File: config.mk
export PLATFORM = sky130hd
export DESIGN_NAME = qed_dup_sequencer
export DESIGN_NICKNAME = d
export VERILOG_FILES = /design/src/rtl/qed_dup_sequencer.sv
export SDC_FILE = /design/constraint.sdc
export NUM_CORES = 1
export LEC_CHECK = 0
export BUFFER_PORTS_ARGS = -buffer_cell sky130_fd_sc_hd__buf_4
export CAP_MARGIN = 25
export CORE_MARGIN = 1.5
export CORE_UTILIZATION = 50
export DETAILED_ROUTE_END_ITERATION = 6
export PLACE_DENSITY = 0.78
export SLEW_MARGIN = 20
export SYNTH_ARGS = -nofsm -noshare
export SYNTH_HDL_FRONTEND = slang
export SYNTH_SLANG_ARGS = --single-unit
File: constraint.sdc
create_clock -name clk -period 2.69 [get_ports clk]
set_input_delay 0.1345 -clock clk [delete_from_list [all_inputs] [get_ports clk]]
set_output_delay 0.1345 -clock clk [all_outputs]
set_load 0.005 [all_outputs]
File: src/rtl/qed_dup_sequencer.sv
// QED duplicate-phase sequencer: counts originals, runs the duplicate phase, drains, then pulses qed_check.
// Optional watchdog abort of a stuck duplicate phase is built when QED_DUP_TIMEOUT_EN is defined.
module qed_dup_sequencer #(
  parameter int MAX_ORIG     = 16,
  parameter int CNT_W        = 5,
  parameter int DRAIN_CYCLES = 5,
  parameter int TIMEOUT      = 64
) (
  input  logic             clk,
  input  logic             rst,
  input  logic             ena,
  input  logic             fetch_vld,
  input  logic             stall_IF,
  input  logic             dup_vld,
  input  logic             dup_req,
  output logic             exec_dup,
  output logic             qed_hold,
  output logic             qed_check,
  output logic [CNT_W-1:0] orig_cnt,
  output logic             dup_timeout
);

  typedef enum logic [1:0] {ORIG, DUP, DRAIN, CHECK} state_t;

  localparam int DRAIN_W = (DRAIN_CYCLES > 1) ? $clog2(DRAIN_CYCLES) : 1;
  localparam logic [CNT_W-1:0]   MAX_C      = CNT_W'(MAX_ORIG);
  localparam logic [DRAIN_W-1:0] DRAIN_LAST = DRAIN_W'(DRAIN_CYCLES - 1);

  state_t             state;
  logic [CNT_W-1:0]   dup_cnt;
  logic [DRAIN_W-1:0] drain_cnt;
  logic               orig_fire;
  logic               dup_fire;
  logic [CNT_W-1:0]   orig_next;
  logic [CNT_W-1:0]   dup_next;
  logic               wd_expire;

  assign orig_fire = ena & fetch_vld & ~stall_IF & (state == ORIG);
  assign dup_fire  = ena & dup_vld & ~stall_IF & (state == DUP);
  assign orig_next = orig_cnt + CNT_W'(orig_fire);
  assign dup_next  = dup_cnt + CNT_W'(dup_fire);

`ifdef QED_DUP_TIMEOUT_EN
  localparam int WD_W = $clog2(TIMEOUT + 1);
  logic [WD_W-1:0] wd_cnt;

  // Expires on the TIMEOUT-th consecutive duplicate-phase cycle without progress.
  assign wd_expire = (state == DUP) & ~dup_fire & (wd_cnt == WD_W'(TIMEOUT - 1));
`else
  assign wd_expire   = 1'b0;
  assign dup_timeout = 1'b0;
`endif

  // NOTE: all state and outputs are updated with non-blocking assignments so every
  // branch reads the pre-edge values; a blocking update here would leak same-cycle values.
  always_ff @(posedge clk) begin
    if (rst) begin
      state     <= ORIG;
      exec_dup  <= 1'b0;
      qed_hold  <= 1'b0;
      qed_check <= 1'b0;
      orig_cnt  <= '0;
      dup_cnt   <= '0;
      drain_cnt <= '0;
`ifdef QED_DUP_TIMEOUT_EN
      dup_timeout <= 1'b0;
      wd_cnt      <= '0;
`endif
    end else if (!ena || wd_expire) begin
      // Partial sequences are discarded; only the sticky timeout flag survives.
      state     <= ORIG;
      exec_dup  <= 1'b0;
      qed_hold  <= 1'b0;
      qed_check <= 1'b0;
      orig_cnt  <= '0;
      dup_cnt   <= '0;
      drain_cnt <= '0;
`ifdef QED_DUP_TIMEOUT_EN
      wd_cnt <= '0;
      if (wd_expire) dup_timeout <= 1'b1;
`endif
    end else begin
`ifdef QED_DUP_TIMEOUT_EN
      wd_cnt <= '0;
`endif
      unique case (state)
        ORIG: begin
          orig_cnt <= orig_next;
          if (orig_next == MAX_C || (dup_req && orig_cnt != '0)) begin
            state    <= DUP;
            exec_dup <= 1'b1;
          end
        end
        DUP: begin
          dup_cnt <= dup_next;
`ifdef QED_DUP_TIMEOUT_EN
          wd_cnt <= dup_fire ? '0 : wd_cnt + 1'b1;
`endif
          if (dup_next == orig_cnt) begin
            state     <= DRAIN;
            qed_hold  <= 1'b1;
            drain_cnt <= '0;
          end
        end
        DRAIN: begin
          if (drain_cnt == DRAIN_LAST) begin
            state     <= CHECK;
            exec_dup  <= 1'b0;
            qed_hold  <= 1'b0;
            qed_check <= 1'b1;
            orig_cnt  <= '0;
            dup_cnt   <= '0;
            drain_cnt <= '0;
          end else begin
            drain_cnt <= drain_cnt + 1'b1;
          end
        end
        CHECK: begin
          state     <= ORIG;
          qed_check <= 1'b0;
        end
        default: state <= ORIG;
      endcase
    end
  end

endmodule
; ---- Word-level counts from Yosys, hierarchy flattened
; Cells that the tools add are included.
[classes]
add_sub_neg = 3
n_eq_ne = 9
muxes = 17
n_bitwise = 8
reduce_logical = 15
[ops]
columns = op, count
row1 = 5-bit one-hot mux with 2 select lines, 2
row2 = 5-bit by 1-bit adder with 5-bit output, 2
row3 = 3-bit AND reduction, 3
row4 = 2-bit one-hot mux with 4 select lines, 1
row5 = 2-bit AND reduction, 4
row6 = 1-bit AND, 6
row7 = 2-bit 2-to-1 mux, 3
row8 = 3-bit 2-to-1 mux, 2
row9 = 1-bit one-hot mux with 2 select lines, 3
row10 = 3-bit one-hot mux with 2 select lines, 1
row11 = 2-bit nonzero test, 3
row12 = 5-bit == test, 1
row13 = 5-bit == test (second input constant), 1
row14 = 5-bit 2-to-1 mux, 1
row15 = 5-bit nonzero test, 1
row16 = 2-bit == test (second input constant), 2
row17 = 1-bit 2-to-1 mux, 4
row18 = 2-bit by 1-bit inequality test with 1-bit output (second input constant), 2
row19 = 3-bit by 1-bit adder with 3-bit output (second input constant), 1
row20 = 3-bit == test (second input constant), 1
row21 = 2-bit by 1-bit == test with 1-bit output (second input constant), 1
row22 = 2-bit zero test, 1
row23 = 2-bit inequality test (second input constant), 1
row24 = 1-bit inverter, 2
row25 = 3 further kinds, 3
[word_totals]
ff_bits = 18
out_inout_bits = 9
wordCells = 59

; ---- Depth between registers and ports, before layout
; Gate-level depths: netlist (run 1).
[depth]
word_depth = 8
depth_mapped = 12

; ---- Worst setup path after synthesis (run 1)
; OpenSTA, ideal clock, no wires.
[synth_path]
path_type = register to register
start = register state[1]
end = register state[0]
arrival_ns = 2.496
slack_ns = 0.123
stages_incl_launch_ff = 13
period_less_slack_ns = 2.567
cell_sequence = dfxtp_1 -> inv_1 -> ha_1 -> buf_2 -> and3_1 -> ha_1 -> ha_1 -> buf_2 -> o21ba_2 -> a22oi_1 -> o211ai_2 -> a211oi_4 -> mux2i_1
[synth_between]
elab_chain_cells = 7
[synth_lines]
columns = element, line
row1 = start: declaration, 29  ; state_t state;
row2 = start signal: assignment, 58  ; state <= ORIG;
row3 = start signal: assignment, 71  ; state <= ORIG;
row4 = start signal: assignment, 90  ; state <= DUP;
row5 = 2-bit zero test, "38, 86"
row6 = 1-bit AND, 38  ; assign orig_fire = ena & fetch_vld & ~stall_IF & (state == ORIG);
row7 = 5-bit by 1-bit adder with 5-bit output, 40  ; assign orig_next = orig_cnt + CNT_W'(orig_fire);
row8 = 5-bit == test, 89  ; if (orig_next == MAX_C || (dup_req && orig_cnt != '0)) begin
row9 = 1-bit logical OR, 89
row10 = 2-bit by 1-bit inequality test with 1-bit output (no source line), --
row11 = 3-bit AND reduction (no source line), --
; Several ways; a longest one is shown, not always the timed one.
; A chain may end at the register's enable or synchronous reset.

; ---- Worst setup path in the final report (run 1)
[layout_path]
start = register state[1]
end = register state[1]
; The elaborated chain is that of the path after synthesis.

==> reports/metrics.yaml, run 1 <==
layout:
  area_growth_pct: 11.7
  stdcell_area_sq_um: 1400
  fin_cells: 185
  diodes: 0
  drive_above_1_share: 0.204
  finish.utilization: 0.614
  fin_nets: 176
global_route:
  antenna_found_initial: 0
  gr-max-usage-layer: "met2"
  groute.layer.met1.usage: 0.261
  met2_usage: 0.367
  grtUsageMet3: 0.0621
  grt_pass1_wl_mm: 4.48
  grt.overflow.total: 0
  first_global_vias: 1022
  maximum_number_of_pins_on_one_net_before_global_route_repair: 23
  track_usage: 0.217
clock_network:
  clk-insertion-delay-late_ps: 300
  cts_hold_repair.buffers: 0
  cts.sinks: 18
  ctsRootBufferMaster: "sky130_fd_sc_hd__clkbuf_4"
  htree_num_levels: 1
  cts_tree: "yes"
  number_of_buffers_added_by_the_clock_tree_synthesis_step: 3
  worst_setup_hold_path_clk_slew_ps: 110
  cts_max_path_buffers: 2
run:
  maxCapViolCount: 0
placement:
  hpwlAfterDp_mm: 1.96
  dp.cells: 180
  placement.cell_area_sq_um: 1350
  routabilityCongestion: 0.845
  port-buffer-count: 14
route:
  drcViolationCount: 0
  detail_route.vias_per_cell: 5.77
  finalWirelength_mm: 2.64
  drt_first_pass_iters: 4
  initialDrtViolationCount: 41
  drt-wirelength-per-cell_um: 14.2
  dr_total_vias: 1067
  ant_nets: 0
worst_hold_path:
  hp-start: "rst"
  worst_hold_path_type: "in2reg"
  holdPathStages: 4
  min_to: "dup_cnt[3]"
setup_path:
  critical_path.max_fanout: 4
  worst_setup_path_start_kind: "flip-flop"
  worst_setup_slack_for_register_to_register_paths_ps: 150
  setup.worst_path.end_class: "flip-flop"
  worst_r2r_endpoint: "state[1]"
  critical_path_arrival_ps: 2770
  r2r_cells: 9
  timing.critical_path.required_ps: 2920
  worst-setup-path-type: "reg2reg"
  r2r-start: "state[1]"
floorplanning:
  fp.coreArea_sq_um: 2280
  pin_count: 16
  fp.dieW_um: 53
  num_rows: 17
  die_area_sq_um: 2810
  die_height_um: 53
  initial_standard_cell_utilization_of_the_core: 0.549
timing:
  final-setup-viol-count: 0
  finalSetupTns_ps: 0
  grt_setup_unrepaired: "false"
  period_needed_ps: 2540
  final_count_of_hold_timing_violations: 0
  timing.final.crit_share: 0.945
  max_slew_margin: 0.540
  worst-slew-pin-transition_ps: 690
  fmaxAchievable_ghz: 0.394
  clock_skew_after_layout_ps: 14.4
  final-max-slew-violation-count: 0
logic_synthesis:
  yosys.cell_count.top_type: "sky130_fd_sc_hd__dfxtp_1"
  mappedNetlistArea_sq_um: 1250
  post-synth-top-area-cell: "sky130_fd_sc_hd__dfxtp_1"
  syn_area_per_cell_sq_um: 8.56
  synth.cells.most_frequent: "sky130_fd_sc_hd__dfxtp_1 (18), sky130_fd_sc_hd__nor2_1 (13), sky130_fd_sc_hd__a21oi_1 (11), sky130_fd_sc_hd__ha_1 (11), sky130_fd_sc_hd__nand2_1 (10)"
  post-synth-top-area-fraction: 0.288
  postSynth.asyncResetShare: 0
  synth_flop_cell: "sky130_fd_sc_hd__dfxtp_1"
  synth_enable_flop_cells: 0
  synth_sequential_area_ratio: 0.288
  synthDistinctLibCells: 46
  synth.ff_latch_count: 18
  synthTopCellsByArea: "sky130_fd_sc_hd__dfxtp_1 (29%), sky130_fd_sc_hd__ha_1 (11%), sky130_fd_sc_hd__a21oi_1 (4.4%)"
  mappedNetlistNets: 164
  yosys_warning_total: 0
  synthesis.instances: 146
power:
  power_frac_comb: 0.064
  pwr_density_cell_nw_per_um2: 336
  seqPwrFrac: 0.572
  share_clk_of_total_power: 0.364
  total_switching_power_uw: 104
  leakagePower_uw: 0.000584
  peakVddDrop_v: 0.000260
  cell_internal_pwr_uw: 364
  power.switching_fraction: 0.222
outcome:
  run_status: "finished, final reports clean"
-- stage by stage --
| stage | power (uW) | hold WS, ps | setup slack, ps |
|---|---|---|---|
| after detailed placement | 303 | 482 | 118 |
| final | 469 | 229 | 149 |
| after floorplan | 292 | 337 | 123 |
| after global placement | 303 | 464 | 168 |
| after global routing | 485 | 255 | 14.8 |
| after CTS | 473 | 231 | 87.1 |
-- critical path, stage by stage, from the launching register on --
cell and delay (ps):
sky130_fd_sc_hd__dfxtp_1 380, sky130_fd_sc_hd__inv_1 90, sky130_fd_sc_hd__ha_1 190, sky130_fd_sc_hd__and3_1 160
sky130_fd_sc_hd__ha_1 180, sky130_fd_sc_hd__ha_1 280, sky130_fd_sc_hd__or2_2 310, sky130_fd_sc_hd__o311a_4 390
sky130_fd_sc_hd__a211oi_4 270, sky130_fd_sc_hd__mux2i_1 210
-- worst max-delay path by stage --
stage / endpoint / slack [ps] / cells after the start / from
6_report: state[1] / 150 / 9 / state[1]
5_1_grt: state[0] / 10 / 10 / state[1]
4_1_cts: state[1] / 90 / 9 / state[0]
3_5_place_dp: state[1] / 120 / 9 / state[0]
3_3_place_gp: state[1] / 170 / 9 / state[0]
2_1_floorplan: state[0] / 120 / 12 / state[1]
-- flip-flops by register name, indices dropped and copies added, names as in the netlist --
name and cells:
drain_cnt 3, dup_cnt 5, exec_dup 1, orig_cnt 5
qed_check 1, qed_hold 1, state 2
-- cell families after synthesis --
| logic type | share of synthesized area |
|---|---|
| other cells | 0.00300 |
| fa+ha+maj | 0.110 |
| simple gates | 0.222 |
| buf+inv | 0.0601 |
| flops | 0.288 |
| mux | 0.0160 |
| xor+xnor | 0.0491 |
| compound gates | 0.251 |
-- cells in the final DEF, fill, tap and decap left out, types with 3 or more instances in the layout --
| cell type | netlist | routed |
|---|---|---|
| sky130_fd_sc_hd__dfxtp_1 | 18 | 17 |
| sky130_fd_sc_hd__buf_4 | 2 | 17 |
| sky130_fd_sc_hd__nor2_1 | 13 | 13 |
| sky130_fd_sc_hd__a21oi_1 | 11 | 11 |
| sky130_fd_sc_hd__nand2_1 | 10 | 10 |
| sky130_fd_sc_hd__ha_1 | 11 | 10 |
| sky130_fd_sc_hd__nand3_1 | 8 | 8 |
| sky130_fd_sc_hd__inv_1 | 5 | 5 |
| sky130_fd_sc_hd__o21ai_0 | 5 | 5 |
| sky130_fd_sc_hd__nor2b_1 | 4 | 4 |
| sky130_fd_sc_hd__xor2_1 | 4 | 4 |
| sky130_fd_sc_hd__and3_1 | 3 | 3 |
| sky130_fd_sc_hd__nand2b_1 | 3 | 3 |
| sky130_fd_sc_hd__xnor2_1 | 3 | 3 |
| sky130_fd_sc_hd__a22oi_1 | 3 | 3 |
| sky130_fd_sc_hd__a311oi_1 | 3 | 3 |
| sky130_fd_sc_hd__clkbuf_4 | 0 | 3 |
-- per-layer routing --
layer / part of all wire / routed length, um
met1: 0.47 / 1240
met2: 0.49 / 1280
met3: 0.038 / 101
met4: 0.0065 / 17
met5: 0 / 0
-- timing repair --
action                     CTS  global route
resized for setup            0             3
setup endpoints to repair    0             3
buffers inserted             0             1
-- power groups by stage --
stage	Sequential (uW)	Clock, uW	Combinational, uW
after floorplan	274	0	18.1
after global placement	274	0	28.6
after detailed placement	274	0	29.1
after CTS	268	175	29.2
after global routing	268	185	32.2
final	268	171	29.8
-- cell type report --
| type | instances | area [sq um] |
|---|---|---|
| clock buffer | 4 | 36.3 |
| inverter | 5 | 18.8 |
| multi-input combinational | 113 | 817 |
| tap | 28 | 35.0 |
| sequential | 18 | 362 |
| timing repair buffer | 17 | 128 |
| fill | 200 | 880 |
Note: power is estimated with default switching activity, not from simulation.
==> run 2, diff against run 1 <==
Settings changed: CORE_ASPECT_RATIO set to 1.5.
==> reports/metrics.yaml, run 2 (synthesis gave the netlist of run 1 again) <==
outcome:
  run_status: "finished, final reports clean"  # unchanged
floorplanning:
  die_height_um: 64.2  # was 53 um
  num_rows: 22  # was 17
  fp.dieW_um: 43.8  # was 53 um
  pin_count: 16  # unchanged
  initial_standard_cell_utilization_of_the_core: 0.516  # was 0.549
  die_area_sq_um: 2820  # was 2810 sq um
  fp.coreArea_sq_um: 2420  # was 2280 sq um
worst_hold_path:
  hp-start: "rst"  # unchanged
  min_to: "state[1]"  # was dup_cnt[3]
  holdPathStages: 4  # unchanged
  worst_hold_path_type: "in2reg"  # unchanged
placement:
  hpwlAfterDp_mm: 2.06  # was 1.96 mm
  routabilityCongestion: 0.792  # was 0.845
  port-buffer-count: 14  # unchanged
  dp.cells: 176  # was 180
clock_network:
  cts_tree: "yes"  # unchanged
  cts_hold_repair.buffers: 0  # unchanged
  postCtsSetupRepairBufs: 0  # unchanged
  cts_max_path_buffers: 2  # unchanged
  cts_resized: 0  # unchanged
  cts.sinks: 18  # unchanged
  worst_setup_hold_path_clk_slew_ps: 110  # about the same
  number_of_buffers_added_by_the_clock_tree_synthesis_step: 3  # unchanged
  htree_num_levels: 1  # unchanged
  clk-insertion-delay-late_ps: 300  # about the same
  ctsRootBufferMaster: "sky130_fd_sc_hd__clkbuf_4"  # unchanged
run:
  maxCapViolCount: 0  # unchanged
power:
  peakVddDrop_v: 0.000221  # was 0.000260 V
  power_frac_comb: 0.063  # was 0.064
  power.switching_fraction: 0.228  # was 0.222
  seqPwrFrac: 0.569  # was 0.572
  share_clk_of_total_power: 0.368  # was 0.364
  total_switching_power_uw: 108  # was 104 uW
  post-layout-total-power_uw: 472  # was 469 uW
  cell_internal_pwr_uw: 364  # about the same
  pwr_density_cell_nw_per_um2: 341  # was 336 nW/um^2
  leakagePower_uw: 0.000584  # about the same
global_route:
  antenna_found_initial: 0  # unchanged
  grt_pass1_wl_mm: 4.66  # was 4.48 mm
  first_global_vias: 1077  # was 1022
  track_usage: 0.215  # was 0.217
  grt.overflow.total: 0  # unchanged
  maximum_number_of_pins_on_one_net_before_global_route_repair: 23  # unchanged
setup_path:
  setup.worst_path.start: "state[0]"  # was state[1]
  worst_r2r_endpoint: "state[0]"  # was state[1]
  sum_of_buffers_and_inverters_on_the_critical_path: 1  # unchanged
  worst_setup_path_start_kind: "flip-flop"  # unchanged
  setup.worst_path.end_class: "flip-flop"  # unchanged
  crit_path_max_incr_delay_ps: 390  # about the same
  r2r-start: "state[0]"  # was state[1]
  worst_setup_slack_for_register_to_register_paths_ps: 130  # was 150 ps
  worst-setup-path-type: "reg2reg"  # unchanged
  worst_path_most_repeated_cell: "sky130_fd_sc_hd__ha_1"  # unchanged
  timing.critical_path.slowest_stage_cell: "sky130_fd_sc_hd__o311a_4"  # unchanged
  critical_path.top_delay_family: "adder cells"  # was compound AO/OA/AOI/OAI gates
  r2r_cells: 9  # unchanged
  timing.critical_path.required_ps: 2920  # about the same
  critical_path_arrival_ps: 2800  # was 2770 ps
  critical_path.cell_chain: "inv_1 -> ha_1 -> and3_1 -> ha_1 -> ha_1 -> or2_2 -> o311a_4 -> a211oi_4 -> mux2i_1"  # unchanged
  critical_path.max_fanout: 4  # unchanged
route:
  finalWirelength_mm: 2.79  # was 2.64 mm
  drt-wirelength-per-cell_um: 15.5  # was 14.2 um
  drcViolationCount: 0  # unchanged
  dr_total_vias: 1126  # was 1067
  detail_route.vias_per_cell: 6.26  # was 5.77
  ant_nets: 0  # unchanged
  drt_first_pass_iters: 4  # unchanged
  initialDrtViolationCount: 33  # was 41
timing:
  timing.final.crit_share: 0.952  # was 0.945
  period_needed_ps: 2560  # was 2540 ps
  max_slew_margin: 0.543  # was 0.540
  final-max-slew-violation-count: 0  # unchanged
  finalSetupTns_ps: 0  # unchanged
  worst-slew-pin-transition_ps: 685  # was 690 ps
  clock_skew_after_layout_ps: 4.90  # was 14.4 ps
  fmaxAchievable_ghz: 0.390  # was 0.394 GHz
  grt_setup_unrepaired: "false"  # unchanged
  final_count_of_hold_timing_violations: 0  # unchanged
  final-setup-viol-count: 0  # unchanged
layout:
  mostFrequentLayoutCells: "sky130_fd_sc_hd__dfxtp_1 (16), sky130_fd_sc_hd__buf_4 (16), sky130_fd_sc_hd__nor2_1 (13)"  # was sky130_fd_sc_hd__dfxtp_1 (17), sky130_fd_sc_hd__buf_4 (17), sky130_fd_sc_hd__nor2_1 (13)
  filler_cell_count: 226  # was 200
  fin_cells: 180  # was 185
  fin_nets: 175  # was 176
  area_growth_pct: 10.6  # was 11.7%
  drive_above_1_share: 0.199  # was 0.204
  diodes: 0  # unchanged
  finish.utilization: 0.571  # was 0.614
  largest_registers: "dup_cnt: 5 flops, orig_cnt: 5 flops, drain_cnt: 3 flops"  # unchanged
==> run 2: area by class of cell <==
type,count,area (sq um),share of cell area
multi-input cells,113,815,0.589
clock buffers,4,36.3,0.0262
inverters,5,18.8,0.0136
repair buffers,16,120,0.0869
flip-flops and latches,18,363,0.262
well taps,24,30.0,0.0217
==> run 2: power groups by stage <==
| stage | Clock, uW | Sequential (uW) | Combinational (uW) |
|---|---|---|---|
| after global placement | 0 | 274 | 28.7 |
| after CTS | 176 | 268 | 29.8 |
| after global routing | 185 | 268 | 32.0 |
| after floorplan | 0 | 274 | 18.1 |
| final | 174 | 268 | 29.8 |
| after detailed placement | 0 | 274 | 29.7 |
==> run 2: per-stage QoR <==
step           hold WS, ps  instance area [sq um]  setup WS (ps)
6_report               236                   1380            128
5_1_grt                248                   1380           19.0
4_1_cts                245                   1380           71.1
3_5_place_dp           480                   1340           97.2
3_3_place_gp           462                   1340            151
2_1_floorplan          337                   1250            123
==> run 2: worst register-to-register path: stages, from the launching register on <==
cell and delay [ps]:
sky130_fd_sc_hd__dfxtp_2 370, sky130_fd_sc_hd__inv_1 80, sky130_fd_sc_hd__ha_1 210, sky130_fd_sc_hd__and3_1 170
sky130_fd_sc_hd__ha_1 190, sky130_fd_sc_hd__ha_1 290, sky130_fd_sc_hd__or2_2 310, sky130_fd_sc_hd__o311a_4 390
sky130_fd_sc_hd__a211oi_4 280, sky130_fd_sc_hd__mux2i_1 200
==> run 2: per-layer routing <==
| metal | GRT usage | wire length, um | up-vias |
|---|---|---|---|
| li1 | - | - | 543 |
| met1 | 0.237 | 1100 | 547 |
| met2 | 0.384 | 1540 | 28 |
| met3 | 0.0198 | 89 | 8 |
| met4 | 0.117 | 57 | 0 |
| met5 | 0 | 0 | - |
==> run 2: worst max-delay path by stage <==
stage / slack, ps / to / cells after the start
detailed placement: 100 / state[1] / 9
finish: 130 / state[0] / 9
CTS: 70 / state[1] / 9
floorplan: 120 / state[0] / 12
global placement: 150 / state[1] / 9
global route: 20 / drain_cnt[2] / 10
